===== src/rtl/acc_bank_pkg.sv =====
// Shared encodings for the accumulator bank: command opcodes and stream FSM states.
package acc_bank_pkg;

  localparam logic [1:0] OP_ADD   = 2'd0;
  localparam logic [1:0] OP_SUB   = 2'd1;
  localparam logic [1:0] OP_LOAD  = 2'd2;
  localparam logic [1:0] OP_CLEAR = 2'd3;

  typedef enum logic {
    IDLE   = 1'b0,
    STREAM = 1'b1
  } state_t;

endpackage


===== src/rtl/acc_lane.sv =====
// One accumulator channel: count register, add/sub/load/clear with wrap or clamp,
// and a sticky overflow flag.
module acc_lane
  import acc_bank_pkg::*;
#(
  parameter int unsigned WIDTH    = 8,
  parameter bit          SATURATE = 1'b0
) (
  input  logic             clk,
  input  logic             rst,
  input  logic             i_en,
  input  logic [1:0]       i_op,
  input  logic [WIDTH-1:0] i_data,
  output logic [WIDTH-1:0] o_count,
  output logic             o_ovf
);

  logic [WIDTH-1:0] r_count;
  logic             r_ovf;
  logic [WIDTH:0]   w_sum;
  logic [WIDTH:0]   w_diff;
  logic [WIDTH-1:0] w_next_count;
  logic             w_next_ovf;

  // Extra MSB of the sum/difference is the carry/borrow that marks overflow.
  always_comb begin
    w_next_count = r_count;
    w_next_ovf   = r_ovf;
    w_sum        = {1'b0, r_count} + {1'b0, i_data};
    w_diff       = {1'b0, r_count} - {1'b0, i_data};
    case (i_op)
      OP_ADD: begin
        w_next_count = w_sum[WIDTH-1:0];
        if (w_sum[WIDTH]) begin
          w_next_ovf = 1'b1;
          if (SATURATE) w_next_count = {WIDTH{1'b1}};
        end
      end
      OP_SUB: begin
        w_next_count = w_diff[WIDTH-1:0];
        if (w_diff[WIDTH]) begin
          w_next_ovf = 1'b1;
          if (SATURATE) w_next_count = '0;
        end
      end
      OP_LOAD: begin
        w_next_count = i_data;
        w_next_ovf   = 1'b0;
      end
      default: begin
        w_next_count = '0;
        w_next_ovf   = 1'b0;
      end
    endcase
  end

  always_ff @(posedge clk) begin
    if (rst) begin
      r_count <= '0;
      r_ovf   <= 1'b0;
    end else if (i_en) begin
      r_count <= w_next_count;
      r_ovf   <= w_next_ovf;
    end
  end

  assign o_count = r_count;
  assign o_ovf   = r_ovf;

endmodule


===== src/rtl/acc_bank.sv =====
// Bank of independent accumulators with a snapshot-and-stream readout path.
// A snapshot captures all channels at once; the stream then emits them in order.
module acc_bank
  import acc_bank_pkg::*;
#(
  parameter int unsigned WIDTH    = 8,
  parameter int unsigned CHANNELS = 4,
  parameter bit          SATURATE = 1'b0,
  localparam int unsigned CW      = (CHANNELS > 1) ? $clog2(CHANNELS) : 1
) (
  input  logic             clk,
  input  logic             rst,
  input  logic             cmd_valid,
  input  logic [CW-1:0]    cmd_ch,
  input  logic [1:0]       cmd_op,
  input  logic [WIDTH-1:0] cmd_data,
  input  logic             show,
  output logic             show_busy,
  output logic             out_valid,
  input  logic             out_ready,
  output logic [CW-1:0]    out_ch,
  output logic [WIDTH-1:0] out_data,
  output logic             out_ovf,
  output logic             out_last
);

  localparam logic [CW-1:0] LAST_IDX = CW'(CHANNELS - 1);

  logic [WIDTH-1:0]    w_count [CHANNELS];
  logic [CHANNELS-1:0] w_ovf;
  logic [CHANNELS-1:0] w_lane_en;

  logic [WIDTH-1:0]    r_snap_count [CHANNELS];
  logic [CHANNELS-1:0] r_snap_ovf;

  state_t              r_state;
  state_t              w_next_state;
  logic [CW-1:0]       r_idx;
  logic [CW-1:0]       w_next_idx;
  logic                w_load_snap;

  logic                r_out_valid;
  logic [CW-1:0]       r_out_ch;
  logic [WIDTH-1:0]    r_out_data;
  logic                r_out_ovf;
  logic                r_out_last;
  logic                w_nxt_valid;
  logic [WIDTH-1:0]    w_nxt_data;
  logic                w_nxt_ovf;
  logic                w_nxt_last;

  for (genvar g = 0; g < CHANNELS; g++) begin : g_lane
    assign w_lane_en[g] = cmd_valid && (cmd_ch == CW'(g));

    acc_lane #(
      .WIDTH    (WIDTH),
      .SATURATE (SATURATE)
    ) u_lane (
      .clk     (clk),
      .rst     (rst),
      .i_en    (w_lane_en[g]),
      .i_op    (cmd_op),
      .i_data  (cmd_data),
      .o_count (w_count[g]),
      .o_ovf   (w_ovf[g])
    );
  end

  // Next state plus the registered output word it implies. On the snapshot edge the
  // first word comes straight from the live (pre-command) lane 0 value.
  always_comb begin
    w_next_state = r_state;
    w_next_idx   = r_idx;
    w_load_snap  = 1'b0;
    w_nxt_data   = '0;
    w_nxt_ovf    = 1'b0;
    case (r_state)
      IDLE: begin
        if (show) begin
          w_load_snap  = 1'b1;
          w_next_state = STREAM;
          w_next_idx   = '0;
        end
      end
      STREAM: begin
        if (out_ready) begin
          if (r_idx == LAST_IDX) begin
            w_next_state = IDLE;
            w_next_idx   = '0;
          end else begin
            w_next_idx = r_idx + CW'(1);
          end
        end
      end
      default: begin
        w_next_state = IDLE;
        w_next_idx   = '0;
      end
    endcase
    w_nxt_valid = (w_next_state == STREAM);
    w_nxt_last  = w_nxt_valid && (w_next_idx == LAST_IDX);
    if (w_load_snap) begin
      w_nxt_data = w_count[0];
      w_nxt_ovf  = w_ovf[0];
    end else if (w_nxt_valid) begin
      w_nxt_data = r_snap_count[w_next_idx];
      w_nxt_ovf  = r_snap_ovf[w_next_idx];
    end
  end

  always_ff @(posedge clk) begin
    if (rst) begin
      r_state     <= IDLE;
      r_idx       <= '0;
      r_out_valid <= 1'b0;
      r_out_ch    <= '0;
      r_out_data  <= '0;
      r_out_ovf   <= 1'b0;
      r_out_last  <= 1'b0;
    end else begin
      r_state     <= w_next_state;
      r_idx       <= w_next_idx;
      r_out_valid <= w_nxt_valid;
      r_out_ch    <= w_next_idx;
      r_out_data  <= w_nxt_data;
      r_out_ovf   <= w_nxt_ovf;
      r_out_last  <= w_nxt_last;
    end
  end

  always_ff @(posedge clk) begin
    if (rst) begin
      for (int i = 0; i < CHANNELS; i++) r_snap_count[i] <= '0;
      r_snap_ovf <= '0;
    end else if (w_load_snap) begin
      for (int i = 0; i < CHANNELS; i++) r_snap_count[i] <= w_count[i];
      r_snap_ovf <= w_ovf;
    end
  end

  assign show_busy = (r_state == STREAM);
  assign out_valid = r_out_valid;
  assign out_ch    = r_out_ch;
  assign out_data  = r_out_data;
  assign out_ovf   = r_out_ovf;
  assign out_last  = r_out_last;

endmodule


===== config.mk =====
export PLATFORM = sky130hd
export DESIGN_NAME = acc_bank
export DESIGN_NICKNAME = d
export VERILOG_FILES = /design/src/rtl/acc_bank_pkg.sv /design/src/rtl/acc_lane.sv /design/src/rtl/acc_bank.sv
export SDC_FILE = /design/constraint.sdc
export NUM_CORES = 1
export LEC_CHECK = 0
export CAP_MARGIN = 20
export CORE_ASPECT_RATIO = 1.5
export CORE_MARGIN = 8
export CORE_UTILIZATION = 35
export CTS_CLUSTER_SIZE = 28
export DETAILED_ROUTE_END_ITERATION = 7
export PLACE_DENSITY = 0.54
export SYNTH_ARGS = -nofsm -noshare
export SYNTH_HDL_FRONTEND = slang
export SYNTH_SLANG_ARGS = --single-unit
export TNS_END_PERCENT = 20

===== constraint.sdc =====
create_clock -name clk -period 3.4 [get_ports clk]
set_input_delay 0.68 -clock clk [delete_from_list [all_inputs] [get_ports clk]]
set_output_delay 0.68 -clock clk [all_outputs]
set_load 0.01 [all_outputs]

==> results.sh, run 1 <==
export IMPL_fin_worst_skew_ns=0.00967
export IMPL_ys_async_sr_fraction_pct=0
export IMPL_cts_tree="yes"
export IMPL_post_cts_resized=0
export IMPL_initial_core_util_pct=35.6
export IMPL_first_iter_violations=331
export IMPL_fin_crit_ns=2.99
export IMPL_cts_clk_slew_worst_paths_ns=0.07
export IMPL_drtPass1Iterations=5
export IMPL_ctsHtreeMaxLevel=3
export IMPL_drtAntennaViolNets=0
export IMPL_leakage_nw=3.06
export IMPL_worstSkewPairLatency_ns=0.34
export IMPL_gr_total_overflow=0
export IMPL_worst_pin_slew_ns=0.674
export IMPL_grt_pass1_wl_um=31500
export IMPL_ys_types=58
export IMPL_synth_area_um2=6360
export IMPL_maxSlewHeadroom_pct=54.9
export IMPL_gp_congestion=1.02
export IMPL_ir_drop_mv=0.209
export IMPL_synth_area_leaders="dfxtp_1 17%, edfxtp_1 15%, ha_1 14%"
export IMPL_die_area_um2=22800
export IMPL_met3_usage_pct=2.06
export IMPL_clk_path_buf_depth=2
export IMPL_worstSetupPathType="input pin to register"
export IMPL_port_buffers=30
export IMPL_grt_pass1_vias=5899
export IMPL_ys_seq_elements=85
export IMPL_critPathArrivalTime_ns=3.21
export IMPL_antenna_found_initial=0
export IMPL_cts_buffers_inserted=9
export IMPL_top_usage_layer="met2"
export IMPL_end_kind="register"
export IMPL_drv_cap=0
export IMPL_hold_path_class="register to register"
export IMPL_final_period_utilization_pct=87.9
export IMPL_via_per_inst=5.72
export IMPL_ys_warn_count=0
export IMPL_root_buffer="clkbuf_16"
export IMPL_synth_most_common_cell="ha_1"
export IMPL_critPathRequiredTime_ns=3.62
export IMPL_yosys_top_cells_count="69 x ha_1, 54 x nand2_1, 53 x dfxtp_1, 53 x inv_1"
export IMPL_die_h_um=181
export IMPL_ios=31
export IMPL_fin_nets=869
export IMPL_area_delta_synth_final_pct=16.1
export IMPL_die_w_um=126
export IMPL_cts_setup_buffers=0
export IMPL_use_met2_pct=32.4
export IMPL_cts_sinks=85
export IMPL_post_route_drc_count=0
export IMPL_ys_flop_type="dfxtp_1"
export IMPL_drv_slew=0
export IMPL_core_area_um2=17900
export IMPL_synth_edf_count=32
export IMPL_timing_final_hold_violations=0
export IMPL_drt_total_wl_um=19900
export IMPL_synth_top_area_cell="dfxtp_1"
export IMPL_fin_util_pct=41.4
export IMPL_diodes=0
export IMPL_dpl_hpwl_um=15700
export IMPL_num_vias=5698
export IMPL_p_per_area_nw_per_um2=393
export IMPL_setup_tns_ns=0
export IMPL_syn_nets=830
export IMPL_routedWlPerCell_um=20.0
export IMPL_ys_seq_area_share_pct=31.8
export IMPL_grtUsageMet1_pct=18.6
export IMPL_rsz0062_at_grt="false"
export IMPL_rows=60
export IMPL_fmax_mhz=335
export IMPL_drive_above_1_share_pct=7.95
export IMPL_syn_avg_cell_area_um2=8.65
export IMPL_ctsHoldBuffers=0
export IMPL_grt_max_degree=37
export IMPL_crit_fanout=6
export IMPL_status="finished clean"
export IMPL_n_fill_cell=1796
export IMPL_yosysTopAreaCellShare_pct=16.7
export IMPL_grt_total_usage_pct=17.5
export IMPL_setup_viol=0
export IMPL_synth_cells=736
export IMPL_startpoint_type="input pin"
==> metal layers <==
layer  up-vias  wire length, um
li1       2753                -
met5         -                0
met1      2740             7870
met4         0             1050
met3        56              657
met2       149            10400
==> through the flow <==
stage               instances  instance area [um2]  hold WS [ns]  setup WS, ns  total power [mW]
floorplan                 736                 6360         0.422         0.718              1.63
detailed placement        980                 7060         0.460        0.0678              1.87
global placement          980                 7060         0.432        0.0955              1.85
CTS                       996                 7370         0.469         0.417              2.92
finish                    997                 7390         0.465         0.411              2.90
global route              997                 7390         0.482         0.300              3.05
==> worst max-delay path, stage by stage <==
cell,delay [ns]
clkdlybuf4s50_1,0.60
ha_1,0.22
fa_1,0.27
nor2b_4,0.06
o31a_1,0.28
o311a_1,0.31
or4_1,0.50
a41oi_1,0.21
a21oi_1,0.08
==> area by class of cell <==
| type | instances | area [um2] | share of cell area [%] |
|---|---|---|---|
| Sequential cell | 85 | 2020 | 27.4 |
| Timing Repair Buffer | 66 | 591 | 7.99 |
| Clock buffer | 9 | 225 | 3.05 |
| Inverter | 53 | 199 | 2.69 |
| Multi-Input combinational cell | 560 | 3990 | 54.1 |
| Tap cell | 217 | 272 | 3.67 |
| Clock inverter | 7 | 86.3 | 1.17 |
==> sequential cells by signal (all words and copies together) (netlist names) <==
| name | cells |
|---|---|
| out_last | 1 |
| out_valid | 1 |
| g_lane.u_lane.o_ovf | 4 |
| g_lane.u_lane.o_count | 32 |
| r_snap_count | 32 |
| out_ovf | 1 |
| out_ch | 2 |
| out_data | 8 |
| r_snap_ovf | 4 |
==> worst paths after layout <==
kind,start,endpoint,slack (ns),depth (start not counted)
min reg2reg,r_snap_ovf[0],r_snap_ovf[0],0.46,2
min,r_snap_ovf[0],r_snap_ovf[0],0.46,2
max,cmd_data[0],g_lane[2].u_lane.o_count[6],0.41,9
max reg2reg,g_lane[2].u_lane.o_count[0],g_lane[2].u_lane.o_count[6],0.96,9
==> cell usage in the layout, fill, tap and decap left out, types with 10 or more instances in the layout <==
master / netlist / final
o21ai_0: 52 / 51
o21a_1: 14 / 14
a21oi_1: 44 / 44
a211oi_1: 11 / 11
nand2_1: 54 / 54
nand2b_1: 11 / 11
nor2b_1: 15 / 15
mux2i_1: 21 / 21
dfxtp_1: 53 / 53
nand3_1: 10 / 10
inv_1: 53 / 53
nor3_1: 28 / 28
edfxtp_1: 32 / 32
buf_4: 1 / 34
a311oi_1: 10 / 10
o221ai_1: 14 / 14
o211ai_1: 17 / 17
nor2_1: 52 / 52
ha_1: 69 / 69
clkdlybuf4s50_1: 0 / 30
and2_1: 26 / 26
xnor2_1: 15 / 15
==> power breakdown <==
| group | total (mW) | internal (mW) | switching (mW) | leakage [nW] |
|---|---|---|---|---|
| Sequential | 1.17 | 1.12 | 0.0531 | 0.779 |
| Clock | 1.05 | 0.589 | 0.463 | 0.151 |
| Combinational | 0.676 | 0.287 | 0.390 | 2.13 |
| Total | 2.90 | 1.99 | 0.906 | 3.06 |
==> kinds of logic after synthesis <==
logic type,Yosys count,share of synthesized area (%)
xor+xnor,15,2.06
compound gates,225,24.0
mux,21,3.30
buf+inv,91,5.52
fa+ha+maj,77,16.1
flops,85,31.8
simple gates,222,17.3
No activity file was read; power rests on OpenSTA's default activity.
==> run 2: changes to the inputs <==
--- a/config.mk
+++ b/config.mk
@@ -12,6 +12,7 @@
 export CTS_CLUSTER_SIZE = 28
 export DETAILED_ROUTE_END_ITERATION = 7
 export PLACE_DENSITY = 0.54
+export RECOVER_POWER = 25
 export SYNTH_ARGS = -nofsm -noshare
 export SYNTH_HDL_FRONTEND = slang
 export SYNTH_SLANG_ARGS = --single-unit
==> run 2 against run 1 <==
- register-to-register slack got worse by 0.04 ns
- first-iteration DRC count rose by 1.5%
- largest power group unchanged
- die area is the same
- global-route usage did not move
- fmax fell by 1.1%
==> results.sh, run 2 (synthesized netlist as in run 1, its figures left out) <==
export IMPL_status="finished clean"
export IMPL_r2r_end="g_lane[2].u_lane.o_count[6]"
export IMPL_worstSetupPathType="input pin to register"
export IMPL_post_route_drc_count=0
export IMPL_drv_slew=0
export IMPL_critPathRequiredTime_ns=3.58
export IMPL_crit_fanout=6
export IMPL_rsz0062_at_grt="false"
export IMPL_fmax_mhz=331
export IMPL_final_period_utilization_pct=88.9
export IMPL_clk_path_buf_depth=2
export IMPL_die_area_um2=22800
export IMPL_max_stage_delay_ns=0.60
export IMPL_p_per_area_nw_per_um2=394
export IMPL_fin_worst_skew_ns=0.00875
export IMPL_drv_cap=0
export IMPL_grt_pass1_wl_um=31500
export IMPL_reg2reg_depth=9
export IMPL_grt_total_usage_pct=17.5
export IMPL_leakage_nw=3.08
export IMPL_gp_congestion=1.02
export IMPL_r2r_start="g_lane[2].u_lane.o_count[0]"
export IMPL_hold_worst_slack_ns=0.465
export IMPL_rows=60
export IMPL_ir_drop_mv=0.210
export IMPL_fin_nets=869
export IMPL_worstSkewPairLatency_ns=0.34
export IMPL_end_kind="register"
export IMPL_setup_viol=0
export IMPL_placedCellCount=980
export IMPL_route_met3_wl_um=702
export IMPL_gr_total_overflow=0
export IMPL_cts_buffers_inserted=9
export IMPL_core_area_um2=17900
export IMPL_dpl_hpwl_um=15700
export IMPL_final_cell_mix="69 x ha_1, 54 x nand2_1, 53 x inv_1, 53 x dfxtp_1, 52 x nor2_1"
export IMPL_cts_tree="yes"
export IMPL_diodes=0
export IMPL_n_fill_cell=1802
export IMPL_maxSlewHeadroom_pct=30.7
export IMPL_grt_max_degree=37
export IMPL_grt_pass1_vias=5899
export IMPL_worst_pin_slew_ns=1.04
export IMPL_cts_setup_buffers=0
export IMPL_startpoint_type="input pin"
export IMPL_path_delay_family="compound AO/OA/AOI/OAI gates"
export IMPL_reg2reg_slack_ns=0.92
export IMPL_area_delta_synth_final_pct=15.8
export IMPL_cp_cell_sequence="clkdlybuf4s50_1 > ha_1 > fa_1 > nor2b_4 > o31a_1 > o311a_1 > or4_1 > a41oi_1 > a21oi_1"
export IMPL_hold_path_class="register to register"
export IMPL_ctsHtreeMaxLevel=3
export IMPL_post_cts_resized=0
export IMPL_num_vias=5722
export IMPL_min_delay_start="r_snap_ovf[0]"
export IMPL_root_buffer="clkbuf_16"
export IMPL_final_cells=997
export IMPL_min_path_cells=2
export IMPL_m1WireLength_um=7870
export IMPL_fin_crit_ns=3.02
export IMPL_fin_util_pct=41.2
export IMPL_cts_clk_slew_worst_paths_ns=0.07
export IMPL_slowest_stage="clkdlybuf4s50_1"
export IMPL_initial_core_util_pct=35.6
export IMPL_place_area_um2=7060
export IMPL_drtPass1Iterations=5
export IMPL_drt_total_wl_um=19900
export IMPL_layout_cells_most_common="ha_1"
export IMPL_topRoutingLayerUsed="met4"
export IMPL_routedWlPerCell_um=20.0
export IMPL_met2_length_um=10300
export IMPL_regArea_um2=2020
export IMPL_die_w_um=126
export IMPL_cts_sinks=85
export IMPL_drtAntennaViolNets=0
export IMPL_critPathArrivalTime_ns=3.21
export IMPL_whs_endpoint="r_snap_ovf[0]"
export IMPL_timing_final_hold_violations=0
export IMPL_final_area_um2=7370
export IMPL_drive_above_1_share_pct=7.56
export IMPL_ios=31
export IMPL_first_iter_violations=336
export IMPL_worstSetupStartpoint="cmd_data[0]"
export IMPL_die_h_um=181
export IMPL_antenna_found_initial=0
export IMPL_via_per_inst=5.74
export IMPL_port_buffers=30
export IMPL_multiInputGateArea_um2=3990
export IMPL_setup_tns_ns=0
export IMPL_crit_buf_inv=1
export IMPL_ctsHoldBuffers=0
==> run 2: changes by cell type in the layout (fill, tap and decap cells not counted), sizes merged <==
cell           delta
dlygate4sd3      +12
buf               -3
clkbuf            +3
clkdlybuf4s50    -12
==> run 2: cell type report <==
cell class                 instances  area share (%)
clock inverter                     7            1.17
tap                              217            3.68
clock buffer                       9            3.06
inverter                          53            2.70
timing repair buffer              66            7.76
multi-input combinational        560            54.2
sequential                        85            27.4
==> run 2: worst min-delay path, cell delays in order, from the launching register on <==
cell	delay (ns)
dfxtp_1	0.31
nand2_1	0.06
nand2_1	0.05
==> run 2: per-layer routing <==
| layer | up-vias | global-route usage [%] |
|---|---|---|
| li1 | 2752 | - |
| met4 | 0 | 10.2 |
| met1 | 2744 | 18.6 |
| met3 | 61 | 2.06 |
| met5 | - | 0 |
| met2 | 165 | 32.4 |
==> run 2: worst max path at each step <==
stage / to / slack [ns] / cells after the start
final: g_lane[2].u_lane.o_count[6] / 0.38 / 9
after floorplan: g_lane[2].u_lane.o_count[6] / 0.72 / 8
after CTS: g_lane[2].u_lane.o_count[6] / 0.42 / 9
after global routing: g_lane[2].u_lane.o_count[6] / 0.27 / 10
after global placement: g_lane[2].u_lane.o_count[6] / 0.1 / 10
after detailed placement: g_lane[2].u_lane.o_count[6] / 0.07 / 9
==> run 2: where the power goes <==
group	switching, mW	internal [mW]
sequential	0.0527	1.12
combinational	0.390	0.282
clock	0.468	0.589
==> run 2: per-stage QoR <==
| step | total power, mW | worst slack (ns) |
|---|---|---|
| 6_report | 2.90 | 0.377 |
| 5_1_grt | 3.04 | 0.268 |
| 4_1_cts | 2.92 | 0.417 |
| 3_5_place_dp | 1.87 | 0.0678 |
| 3_3_place_gp | 1.85 | 0.0955 |
| 2_1_floorplan | 1.63 | 0.718 |
